[src/rtl/fifo_read_unloader_pkg.sv]
// fifo_read_unloader_pkg
//   Constants shared between the FIFO read unloader, its output buffer and
//   any occupancy monitors.
//   OccWidth : width of the output-buffer occupancy count (holds 0..2).
package fifo_read_unloader_pkg;

    localparam int OccWidth = 2;

endpackage

[src/rtl/fifo_read_unloader_skid_buf2.sv]
// skid_buf2
//   Two-entry in-order buffer with head/tail pointers and an entry count.
//   Sits behind a latency-1 FIFO read port and holds the words that arrive
//   before the downstream consumer takes them.
//   Ports:
//     RdClk  : clock, rising edge
//     Reset  : asynchronous active-high reset
//     Clear  : synchronous clear, drops every held word
//     Write  : append WrData at the tail
//     WrData : word to append
//     Pop    : remove the head word (ignored when empty)
//     Head   : head word (stale when Count is 0)
//     Count  : number of held words (0..2)
module skid_buf2
    import fifo_read_unloader_pkg::*;
#(
    parameter int Width = 8
) (
    input  logic                RdClk,
    input  logic                Reset,
    input  logic                Clear,
    input  logic                Write,
    input  logic [Width-1:0]    WrData,
    input  logic                Pop,
    output logic [Width-1:0]    Head,
    output logic [OccWidth-1:0] Count
);

    logic [Width-1:0] mem [2];
    logic             wrPtr;
    logic             rdPtr;
    logic             doPop;
    logic             doWrite;

    assign doPop   = Pop & (Count != '0);
    // A write into a full buffer is only legal when the head leaves in the same cycle.
    assign doWrite = Write & ((Count != OccWidth'(2)) | doPop);
    assign Head    = mem[rdPtr];

    always_ff @(posedge RdClk or posedge Reset) begin
        if (Reset) begin
            // NOTE: the storage is reset as well, so the head word reads as zero
            // straight out of reset instead of whatever the flops powered up with.
            mem[0] <= '0;
            mem[1] <= '0;
            wrPtr  <= 1'b0;
            rdPtr  <= 1'b0;
            Count  <= '0;
        end else if (Clear) begin
            wrPtr <= 1'b0;
            rdPtr <= 1'b0;
            Count <= '0;
        end else begin
            // NOTE: every state update here is non-blocking, so all reads in this
            // block see the pre-edge values and the order of statements is irrelevant.
            if (doWrite) begin
                mem[wrPtr] <= WrData;
                wrPtr      <= ~wrPtr;
            end
            if (doPop) begin
                rdPtr <= ~rdPtr;
            end
            case ({doWrite, doPop})
                2'b10:   Count <= Count + OccWidth'(1);
                2'b01:   Count <= Count - OccWidth'(1);
                default: Count <= Count;
            endcase
        end
    end

endmodule

[src/rtl/fifo_read_unloader.sv]
// fifo_read_unloader
//   Turns a standard (latency-1, non-fall-through) FIFO read port into a
//   valid/ready stream at one word per cycle, counts delivered words and
//   flags FIFO-side protocol violations.
//   Ports:
//     RdClk     : clock, rising edge
//     Reset     : asynchronous active-high reset
//     Flush     : synchronous; drops buffered and in-flight words
//     FifoEmpty : FIFO empty flag
//     FifoRead  : pop request to the FIFO
//     FifoValid : FIFO data valid, one cycle after a pop
//     FifoDout  : FIFO read data
//     OutValid  : downstream word available
//     OutReady  : downstream accepts the word
//     OutData   : head word of the output buffer
//     WordCount : delivered words, wraps modulo 2^CountWidth
//     ProtoErr  : sticky, FifoValid seen with no pop in flight
//     Occupancy : output buffer entries (0..2)
module fifo_read_unloader
    import fifo_read_unloader_pkg::*;
#(
    parameter int Width      = 8,
    parameter int CountWidth = 16
) (
    input  logic                  RdClk,
    input  logic                  Reset,
    input  logic                  Flush,
    input  logic                  FifoEmpty,
    output logic                  FifoRead,
    input  logic                  FifoValid,
    input  logic [Width-1:0]      FifoDout,
    output logic                  OutValid,
    input  logic                  OutReady,
    output logic [Width-1:0]      OutData,
    output logic [CountWidth-1:0] WordCount,
    output logic                  ProtoErr,
    output logic [OccWidth-1:0]   Occupancy
);

    logic [OccWidth-1:0] occ;
    logic                inFlight;
    logic                dropPending;
    logic                pop;
    logic                bufWrite;
    logic [2:0]          committed;

    assign OutValid  = (occ != '0);
    assign pop       = OutValid & OutReady;
    assign Occupancy = occ;

    // Words that will still be held or arriving after this cycle's pop; a new
    // FIFO pop is allowed only while that leaves room for its word.
    assign committed = {1'b0, occ} + {2'b00, inFlight} - {2'b00, pop};

    // Gated by Reset so the request is quiet while the block is held in reset.
    assign FifoRead  = ~Reset & ~FifoEmpty & ~Flush & (committed <= 3'd1);

    // A word arriving during Flush is dropped with the rest of the buffer.
    assign bufWrite  = FifoValid & inFlight & ~dropPending & ~Flush;

    skid_buf2 #(
        .Width (Width)
    ) u_buf (
        .RdClk  (RdClk),
        .Reset  (Reset),
        .Clear  (Flush),
        .Write  (bufWrite),
        .WrData (FifoDout),
        .Pop    (pop),
        .Head   (OutData),
        .Count  (occ)
    );

    always_ff @(posedge RdClk or posedge Reset) begin
        if (Reset) begin
            inFlight    <= 1'b0;
            dropPending <= 1'b0;
            ProtoErr    <= 1'b0;
            WordCount   <= '0;
        end else begin
            inFlight <= FifoRead;

            // The word of a pop still outstanding at Flush (not yet returned in
            // the Flush cycle itself) is swallowed when it turns up.
            if (Flush && inFlight && !FifoValid) begin
                dropPending <= 1'b1;
            end else if (FifoValid) begin
                dropPending <= 1'b0;
            end

            if (FifoValid && !inFlight && !dropPending) begin
                ProtoErr <= 1'b1;
            end

            if (pop) begin
                WordCount <= WordCount + CountWidth'(1);
            end
        end
    end

    // One word in the buffer plus one on the way is the most the pop rule allows.
    a_no_overflow : assert property (
        @(posedge RdClk) disable iff (Reset)
        ({1'b0, occ} + {2'b00, inFlight}) <= 3'd2
    );

endmodule

[config.mk]
export PLATFORM = sky130hd
export DESIGN_NAME = fifo_read_unloader
export DESIGN_NICKNAME = d
export VERILOG_FILES = /design/src/rtl/fifo_read_unloader_pkg.sv /design/src/rtl/fifo_read_unloader_skid_buf2.sv /design/src/rtl/fifo_read_unloader.sv
export SDC_FILE = /design/constraint.sdc
export NUM_CORES = 1
export LEC_CHECK = 0
export BUFFER_PORTS_ARGS = -buffer_cell sky130_fd_sc_hd__buf_2
export CAP_MARGIN = 20
export CORE_MARGIN = 10
export CORE_UTILIZATION = 45
export DETAILED_ROUTE_END_ITERATION = 16
export GPL_ROUTABILITY_DRIVEN = 0
export MAX_ROUTING_LAYER = met4
export PLACE_DENSITY = 0.74
export RECOVER_POWER = 50
export SYNTH_ARGS = -nofsm -noshare
export SYNTH_HDL_FRONTEND = slang
export SYNTH_SLANG_ARGS = --single-unit
[constraint.sdc]
create_clock -name RdClk -period 4.9 [get_ports RdClk]
set_input_delay 0.245 -clock RdClk [delete_from_list [all_inputs] [get_ports RdClk]]
set_output_delay 0.245 -clock RdClk [all_outputs]
set_load 0.005 [all_outputs]
==> results.py, run 1 <==
metrics = {
    "min_path": {
        "hp-class": "in -> reg",
        "holdPathEnd": "inFlight",
        "hp-start": "FifoEmpty",
        "min_delay_path_depth": 2,
    },
    "critical_path": {
        "regToRegEndpoint": "inFlight",
        "required_ps": 4660,
        "r2r_start": "u_buf.Count[1]",
        "cp_num_buf_inv": 4,
        "cp-end-kind": "output pin",
        "cpLargestDelayFamily": "adder cells",
        "cpPeakStageDelay_ps": 530,
        "slowest_stage": "dfrtp_1",
        "reg2reg_depth": 9,
        "path_cells": "o21ai_2 > inv_1 > ha_1 > inv_1 > ha_1 > inv_1 > fa_1 > nand2b_1 > nor4_1 > buf_2",
        "crit_path_frequent_cell": "inv_1",
        "setup.worst_path.class": "reg -> out",
        "cp_max_fo": 11,
        "cp-start-kind": "flip-flop",
        "ff2ff_setup_slack_ps": 2380,
        "critical_path_arrival_ps": 2860,
    },
    "synthesis": {
        "ys_ff_latch": 39,
        "ys_warn_count": 0,
        "synth_compound_area_share_pct": 2.89,
        "ys_types": 33,
        "synth_edf_count": 0,
        "synthAdderAreaFrac_pct": 3.09,
        "async_flop_share_pct": 100,
        "avgSynthCellArea_sq_um": 12.6,
        "syn_inst": 148,
        "synth_top_family_by_area": "multiplexers",
        "ys_seq_area_share_pct": 52.4,
        "syn_nets": 166,
        "synthMuxAreaShare_pct": 16.7,
        "syn_area_sq_um": 1860,
        "synth-xor-area-share_pct": 8.46,
        "synthSimpleGateAreaFrac_pct": 13.8,
        "synth_flop_cell": "dfrtp_1",
    },
    "power": {
        "seqPwrFrac_pct": 55.5,
        "clockPowerShare_pct": 28.0,
        "p_int_mw": 0.516,
        "p_leak_nw": 1.05,
        "p_sw_share_pct": 24.1,
        "power_frac_comb_pct": 16.5,
        "ir_drop_uv": 164,
        "powerDensity_nw_per_um2": 314,
        "power_switching_mw": 0.164,
    },
    "routing": {
        "ant_nets": 0,
        "viasPerCell": 4.95,
        "first_pass_iters": 4,
        "drcViolationCount": 0,
        "wl_per_cell_um": 14.6,
        "num_vias": 1202,
        "routed_wl_um": 3540,
        "drt_iter0_drc": 61,
    },
    "cells_and_area": {
        "area_growth_pct": 16.5,
        "final_util_pct": 54.3,
        "final_nets": 212,
        "n_antenna_cell": 0,
        "drive_above_1_share_pct": 34.7,
        "fillers": 372,
    },
    "sta": {
        "timing.final.ws_setup_ps": 1800,
        "skew_ps": 8.07,
        "final.period_utilization_pct": 63.3,
        "tightestPinTransition_ps": 1980,
        "finalHoldViolCount": 0,
        "finalSetupViolCount": 0,
        "fmax_mhz": 322,
        "holdWs_ps": 134,
        "drv_slew": 40,
        "slew_headroom_pct": -31.7,
        "tns_ps": 0,
        "fin_crit_ps": 3100,
        "grt_setup_unrepaired": "false",
    },
    "flow_run": {
        "maxCapViolCount": 1,
    },
    "die": {
        "io_pins": 43,
        "rows": 23,
        "dieArea_sq_um": 7110,
        "start_util_pct": 46.6,
        "core_region_area_sq_um": 4000,
        "die_y_um": 84.3,
        "die_w_um": 84.3,
    },
    "run_status": {
        "violations": "max-capacitance violations, max-slew violations",
        "outcome": "finished, violations left",
    },
    "global_route": {
        "overflow": 0,
        "grt_pass1_wl_um": 6180,
        "grt_max_degree": 40,
        "antenna_found_initial": 0,
        "grt_pass1_vias": 1271,
        "grt_usage_pct": 10.8,
    },
    "clock_network": {
        "cts_root_buf": "clkbuf_8",
        "htree_levels": 2,
        "hold_buffers": 0,
        "clockBufferDepth": 2,
        "clk-insertion-delay-late_ps": 280,
        "cts-resized-gates": 0,
        "clock_sinks": 39,
        "cts_buffers": 5,
        "path_clk_slew_ps": 60,
        "cts_tree": "yes",
        "post_cts_buffers": 0,
    },
    "placement": {
        "post-place-ws_ps": 2090,
        "io_buffer_count": 42,
        "hpwlAfterDp_um": 2660,
    },
}
## kinds of logic (layout without fill, tap and decap cells)
group | count (synthesis) | count (layout)
adders and majority gates | 4 | 4
muxes | 25 | 25
xor gates and xnor gates | 18 | 18
AOI/OAI and AO/OA | 7 | 7
and+or+nand+nor | 45 | 45
DFF | 39 | 39
buffers and inverters | 10 | 55
## synthesized netlist by cell type, types with 3 or more instances
| cell type | instances | area (sq um) |
|---|---|---|
| nor3_1 | 4 | 20.0 |
| or2_2 | 3 | 18.8 |
| xor2_1 | 4 | 35.0 |
| nand2_1 | 10 | 37.5 |
| ha_1 | 3 | 37.5 |
| mux2_2 | 16 | 180 |
| xnor2_1 | 14 | 123 |
| mux2_4 | 8 | 120 |
| inv_1 | 6 | 22.5 |
| nand4_1 | 6 | 37.5 |
| nand3_1 | 5 | 25.0 |
| nor2_1 | 7 | 26.3 |
| dfrtp_1 | 39 | 976 |
## worst max path at each step
stage,from,to,cells after the start
final,u_buf.Count[1],FifoRead,10
after detailed placement,u_buf.Count[1],FifoRead,10
after CTS,u_buf.Count[1],FifoRead,10
after floorplan,u_buf.Count[1],FifoRead,10
after global placement,u_buf.Count[1],FifoRead,10
after global routing,u_buf.Count[1],FifoRead,10
## through the flow
stage               instance area, sq um  power, mW  instances
CTS                                 2190      0.697        243
finish                              2170      0.681        243
global route                        2170      0.724        243
detailed placement                  2120      0.500        237
global placement                    2120      0.498        237
floorplan                           1860      0.451        148
## sequential cells by signal, indices dropped and copies added, names as in the netlist
signal,count
ProtoErr,1
WordCount,16
dropPending,1
inFlight,1
u_buf.Count,2
u_buf.mem,16
u_buf.rdPtr,1
u_buf.wrPtr,1
## layout make-up
class / count / area [sq um] / share of cell area (%)
clock buffer: 6 / 72.6 / 3.34
inverter: 6 / 22.5 / 1.04
multi-input combinational: 99 / 837 / 38.6
sequential: 39 / 976 / 45.0
tap: 50 / 62.6 / 2.88
timing repair buffer: 43 / 200 / 9.22
## cell usage in the layout, fill, tap and decap left out
| master | count |
|---|---|
| or2_2 | 3 |
| nand2b_1 | 1 |
| dfrtp_1 | 39 |
| and2b_1 | 1 |
| inv_1 | 6 |
| nand2_2 | 1 |
| mux2_4 | 8 |
| nor3b_1 | 2 |
| a31oi_1 | 1 |
| mux2_2 | 16 |
| nand3_1 | 5 |
| a21oi_4 | 1 |
| nand2_1 | 10 |
| nor3_1 | 4 |
| xnor2_1 | 14 |
| or2_1 | 1 |
| buf_2 | 31 |
| and4_1 | 2 |
| a21oi_1 | 2 |
| o21ai_0 | 1 |
| nor4_1 | 1 |
| nor2_1 | 7 |
| clkbuf_1 | 13 |
| ha_1 | 3 |
| a211oi_1 | 1 |
| clkbuf_8 | 5 |
| o21ai_2 | 1 |
| nand4bb_4 | 1 |
| xor2_1 | 4 |
| nand4_1 | 6 |
| fa_1 | 1 |
| mux2i_1 | 1 |
## per-layer routing
| metal | routed length, um | up-vias | global-route usage (%) |
|---|---|---|---|
| met5 | 0 | - | - |
| met4 | 23 | 0 | 3.14 |
| met3 | 152 | 4 | 4.06 |
| met2 | 1750 | 24 | 17.0 |
| met1 | 1620 | 574 | 12.5 |
| li1 | - | 600 | - |
## power by group through the flow
stage / clock [mW] / sequential, mW / combinational, mW
final: 0.191 / 0.378 / 0.112
after global routing: 0.214 / 0.383 / 0.127
after CTS: 0.201 / 0.377 / 0.119
after detailed placement: 0 / 0.382 / 0.118
after global placement: 0 / 0.381 / 0.116
after floorplan: 0 / 0.378 / 0.0731
(Power assumes the default switching activity.)
==> run 2, diff against run 1 <==
clock period = 3.24 ns   (was 4.9 ns; I/O delays follow)
==> run 2 against run 1 <==
The run ends with negative hold slack left. Sequential power increased by 51%. Critical path type unchanged. Core utilization increased by 0.84 points. Via count increased by 0.33%.
==> results.py, run 2 (same netlist as run 1, synthesis figures left out) <==
metrics = {
    "routing": {
        "met2_length_um": 1790,
        "viasPerCell": 4.90,
        "first_pass_iters": 4,
        "routed.top_layer": "met4",
        "wl_met1_um": 1620,
        "num_vias": 1206,
        "wl_per_cell_um": 14.7,
        "ant_nets": 0,
        "wl_met3_um": 170,
        "drcViolationCount": 0,
        "drt_iter0_drc": 28,
        "routed_wl_um": 3620,
    },
    "cells_and_area": {
        "area_growth_pct": 18.3,
        "n_antenna_cell": 0,
        "final_util_pct": 55.1,
        "layout_common_cells": "dfrtp_1, buf_2, mux2_2",
        "final_nets": 213,
        "drive_above_1_share_pct": 35.2,
        "finalNonFillerCells": 246,
        "final_common_cell": "dfrtp_1",
        "reg_top3": "WordCount (16), u_buf.mem (16), u_buf.Count (2)",
    },
    "sta": {
        "fin_crit_ps": 2760,
        "tightestPinTransition_ps": 1090,
        "holdWs_ps": -17.1,
        "timing.final.ws_setup_ps": 484,
        "slew_headroom_pct": 27.4,
        "fmax_mhz": 363,
        "grt_setup_unrepaired": "false",
        "finalSetupViolCount": 0,
        "tns_ps": 0,
        "skew_ps": 7.34,
        "final.period_utilization_pct": 85.1,
        "finalHoldViolCount": 18,
        "drv_slew": 0,
    },
    "clock_network": {
        "path_clk_slew_ps": 70,
        "hold_buffers": 0,
        "clock_sinks": 39,
        "clk-insertion-delay-late_ps": 290,
        "cts_buffers": 5,
        "post_cts_buffers": 0,
        "cts_root_buf": "clkbuf_8",
        "cts_tree": "yes",
        "cts-resized-gates": 0,
        "htree_levels": 2,
        "clockBufferDepth": 2,
    },
    "die": {
        "start_util_pct": 46.6,
        "dieArea_sq_um": 7110,
        "core_region_area_sq_um": 4000,
        "die_y_um": 84.3,
        "io_pins": 43,
        "die_w_um": 84.3,
        "rows": 23,
    },
    "critical_path": {
        "crit_path_frequent_cell": "inv_1",
        "cpPeakStageDelay_ps": 530,
        "path_cells": "o21ai_2 > inv_1 > ha_1 > inv_1 > ha_1 > inv_1 > fa_1 > nand2b_1 > nor4_1 > buf_2",
        "ff2ff_setup_slack_ps": 1000,
        "critical_path_arrival_ps": 2590,
        "cp_num_buf_inv": 4,
        "setup.worst_path.class": "reg -> out",
        "regToRegEndpoint": "inFlight",
        "reg2reg_depth": 9,
        "required_ps": 3080,
        "slowest_stage": "dfrtp_1",
        "cp_max_fo": 11,
        "cpLargestDelayFamily": "adder cells",
        "cp-start-kind": "flip-flop",
        "cp-end-kind": "output pin",
        "r2r_start": "u_buf.Count[1]",
    },
    "power": {
        "p_leak_nw": 1.07,
        "ir_drop_uv": 207,
        "total_power_mw": 1.09,
        "powerDensity_nw_per_um2": 496,
    },
    "global_route": {
        "overflow": 0,
        "grt_usage_pct": 10.6,
        "grt_pass1_wl_um": 6000,
        "antenna_found_initial": 0,
        "grt_pass1_vias": 1293,
        "grt_max_degree": 22,
    },
    "placement": {
        "post-place-ws_ps": 764,
        "placedCellCount": 238,
        "io_buffer_count": 42,
        "hpwlAfterDp_um": 2720,
    },
    "flow_run": {
        "maxCapViolCount": 0,
    },
    "run_status": {
        "outcome": "finished, violations left",
        "violations": "negative hold slack",
    },
    "min_path": {
        "hp-class": "in -> async",
    },
}
[run 2: cell count changes in the layout (fill, tap and decap cells not counted), sizes merged]
cell and change:
clkbuf +3
[run 2: report_power, final]
group	switching [mW]	leakage [nW]	internal, mW
Combinational	0.0666	0.498	0.106
Clock	0.158	0.0515	0.194
Sequential	0.0359	0.517	0.533
[run 2: worst reg2reg max path, stage by stage (launching register included)]
cell,delay (ps)
dfrtp_1,530
o21ai_2,210
inv_1,100
ha_1,270
inv_1,50
ha_1,130
inv_1,50
fa_1,470
nand2b_1,60
nor4_1,260
[run 2: area by class of cell]
class                           count  area [sq um]
Fill cell                         346          1800
Inverter                            6          22.5
Sequential cell                    39           976
Multi-Input combinational cell     99           837
Tap cell                           50          62.6
Clock buffer                        8           100
Timing Repair Buffer               44           206
[run 2: worst max path at each step]
stage	slack [ps]	to	start	cells past startpoint
CTS	430	FifoRead	u_buf.Count[1]	10
detailed placement	760	FifoRead	u_buf.Count[1]	10
global route	280	FifoRead	u_buf.Count[1]	10
global placement	810	FifoRead	u_buf.Count[1]	10
floorplan	760	FifoRead	u_buf.Count[1]	10
finish	480	FifoRead	u_buf.Count[1]	10
[run 2: routing by layer]
layer,global-route usage (%),up-vias
met5,-,-
met4,4.49,0
met3,4.06,5
met2,17.1,24
met1,11.6,580
li1,-,597
[run 2: per-stage QoR]
step	hold slack [ps]	cell area, sq um
final	-17.1	2200
after global routing	28.2	2200
after CTS	20.8	2220
after detailed placement	336	2120
after global placement	331	2120
after floorplan	228	1860
==> run 3, diff against run 2 <==
CORE_MARGIN = not set   (was 10)
SKIP_CTS_REPAIR_TIMING = 1   (was not set)
==> run 3 against run 2 <==
The flow finishes with violations (max-capacitance violations, max-slew violations). Core utilization grew 0.59 points. Final cell count shrank 0.41%. Wire length shrank 9.7%. Highest routed layer unchanged. Critical path depth is the same. Clock skew grew 0.65 ps. Critical path type unchanged. Largest power group unchanged.
==> results.py, run 3 (same netlist as run 1, synthesis figures left out) <==
metrics = {
    "run_status": {
        "outcome": "finished, violations left",
        "violations": "max-capacitance violations, max-slew violations",
    },
    "global_route": {
        "grt_pass1_vias": 1170,
        "overflow": 0,
        "grt_max_degree": 40,
        "antenna_found_initial": 0,
        "grt_pass1_wl_um": 5600,
        "grt_usage_pct": 17.9,
    },
    "routing": {
        "viasPerCell": 5.02,
        "num_vias": 1229,
        "first_pass_iters": 4,
        "routed_wl_um": 3270,
        "ant_nets": 0,
        "drt_iter0_drc": 73,
        "drcViolationCount": 0,
        "wl_per_cell_um": 13.3,
    },
    "cells_and_area": {
        "n_antenna_cell": 0,
        "final_nets": 212,
        "regArea_sq_um": 976,
        "reg_top3": "WordCount (16), u_buf.mem (16), u_buf.Count (2)",
        "drive_above_1_share_pct": 37.9,
        "final_util_pct": 55.7,
        "layout_common_cells": "dfrtp_1, buf_2, mux2_2",
        "area_growth_pct": 19.6,
        "multi_input_area_sq_um": 845,
        "final_common_cell": "dfrtp_1",
        "fillers": 358,
    },
    "min_path": {
        "hp-class": "in -> reg",
    },
    "sta": {
        "tightestPinTransition_ps": 2040,
        "finalSetupViolCount": 0,
        "slew_headroom_pct": -36.2,
        "drv_slew": 40,
        "grt_setup_unrepaired": "false",
        "finalHoldViolCount": 0,
        "tns_ps": 0,
        "final.period_utilization_pct": 93.2,
        "fin_crit_ps": 3020,
        "timing.final.ws_setup_ps": 221,
        "skew_ps": 7.99,
        "fmax_mhz": 331,
    },
    "clock_network": {
        "clk-insertion-delay-late_ps": 290,
        "cts_buffers": 5,
        "path_clk_slew_ps": 70,
        "cts_root_buf": "clkbuf_8",
        "clock_sinks": 39,
        "clockBufferDepth": 2,
        "htree_levels": 2,
        "cts_tree": "yes",
    },
    "critical_path": {
        "required_ps": 3080,
        "critical_path_arrival_ps": 2860,
        "cp-end-kind": "output pin",
        "setup.worst_path.class": "reg -> out",
        "cp_max_fo": 11,
        "cp-start-kind": "flip-flop",
    },
    "power": {
        "powerDensity_nw_per_um2": 518,
        "ir_drop_uv": 273,
        "p_leak_nw": 1.09,
        "total_power_mw": 1.15,
    },
    "die": {
        "die_w_um": 66.3,
        "io_pins": 43,
        "rows": 23,
        "dieArea_sq_um": 4400,
        "die_y_um": 66.3,
        "core_region_area_sq_um": 4000,
        "start_util_pct": 46.6,
    },
    "flow_run": {
        "maxCapViolCount": 1,
    },
    "placement": {
        "post-place-ws_ps": 440,
        "io_buffer_count": 42,
        "hpwlAfterDp_um": 2290,
    },
}
==> run 3: layer usage <==
| layer | wire length (um) | vias up | GRT usage (%) |
|---|---|---|---|
| li1 | - | 604 | - |
| met3 | 102 | 5 | 4.14 |
| met5 | 0 | - | - |
| met4 | 57 | 0 | 8.78 |
| met2 | 1590 | 20 | 27.7 |
| met1 | 1520 | 600 | 22.1 |
==> run 3: area by class of cell <==
type	instances	share of cell area (%)
Tap cell	50	2.81
Clock inverter	2	1.57
Sequential cell	39	43.8
Multi-Input combinational cell	99	37.9
Timing Repair Buffer	43	9.21
Clock buffer	6	3.71
Inverter	6	1.01
==> run 3: worst paths after layout <==
| path | to | cells after the start | startpoint | slack [ps] |
|---|---|---|---|---|
| max in group asynchronous | WordCount[13] | 3 | Reset | 1450 |
| hold / removal | inFlight | 2 | FifoEmpty | 40 |
| min in group asynchronous | u_buf.Count[0] | 3 | Reset | 610 |
| setup / recovery | FifoRead | 10 | u_buf.Count[1] | 220 |
| setup reg to reg | inFlight | 9 | u_buf.Count[1] | 720 |
| hold reg to reg | ProtoErr | 1 | ProtoErr | 480 |
==> run 3: critical path: stages (launching register included) <==
cell      delay, ps
dfrtp_1         550
o21ai_4         320
inv_1           140
ha_1            280
inv_1            60
ha_1            130
inv_1            50
fa_1            480
nand2b_1         60
nor4_1          320
buf_2           180
==> run 3: report_power, final <==
part / internal (mW) / switching (mW) / leakage [nW]
clock: 0.249 / 0.164 / 0.0612
combinational: 0.107 / 0.0636 / 0.508
sequential: 0.533 / 0.0375 / 0.517
==> run 3: stage by stage <==
stage / std cells / hold WS [ps] / area, sq um
2_1_floorplan: 148 / 228 / 1860
3_3_place_gp: 237 / 323 / 2120
3_5_place_dp: 237 / 323 / 2120
4_1_cts: 245 / -0.288 / 2230
5_1_grt: 245 / 29.4 / 2230
6_report: 245 / 42.4 / 2230
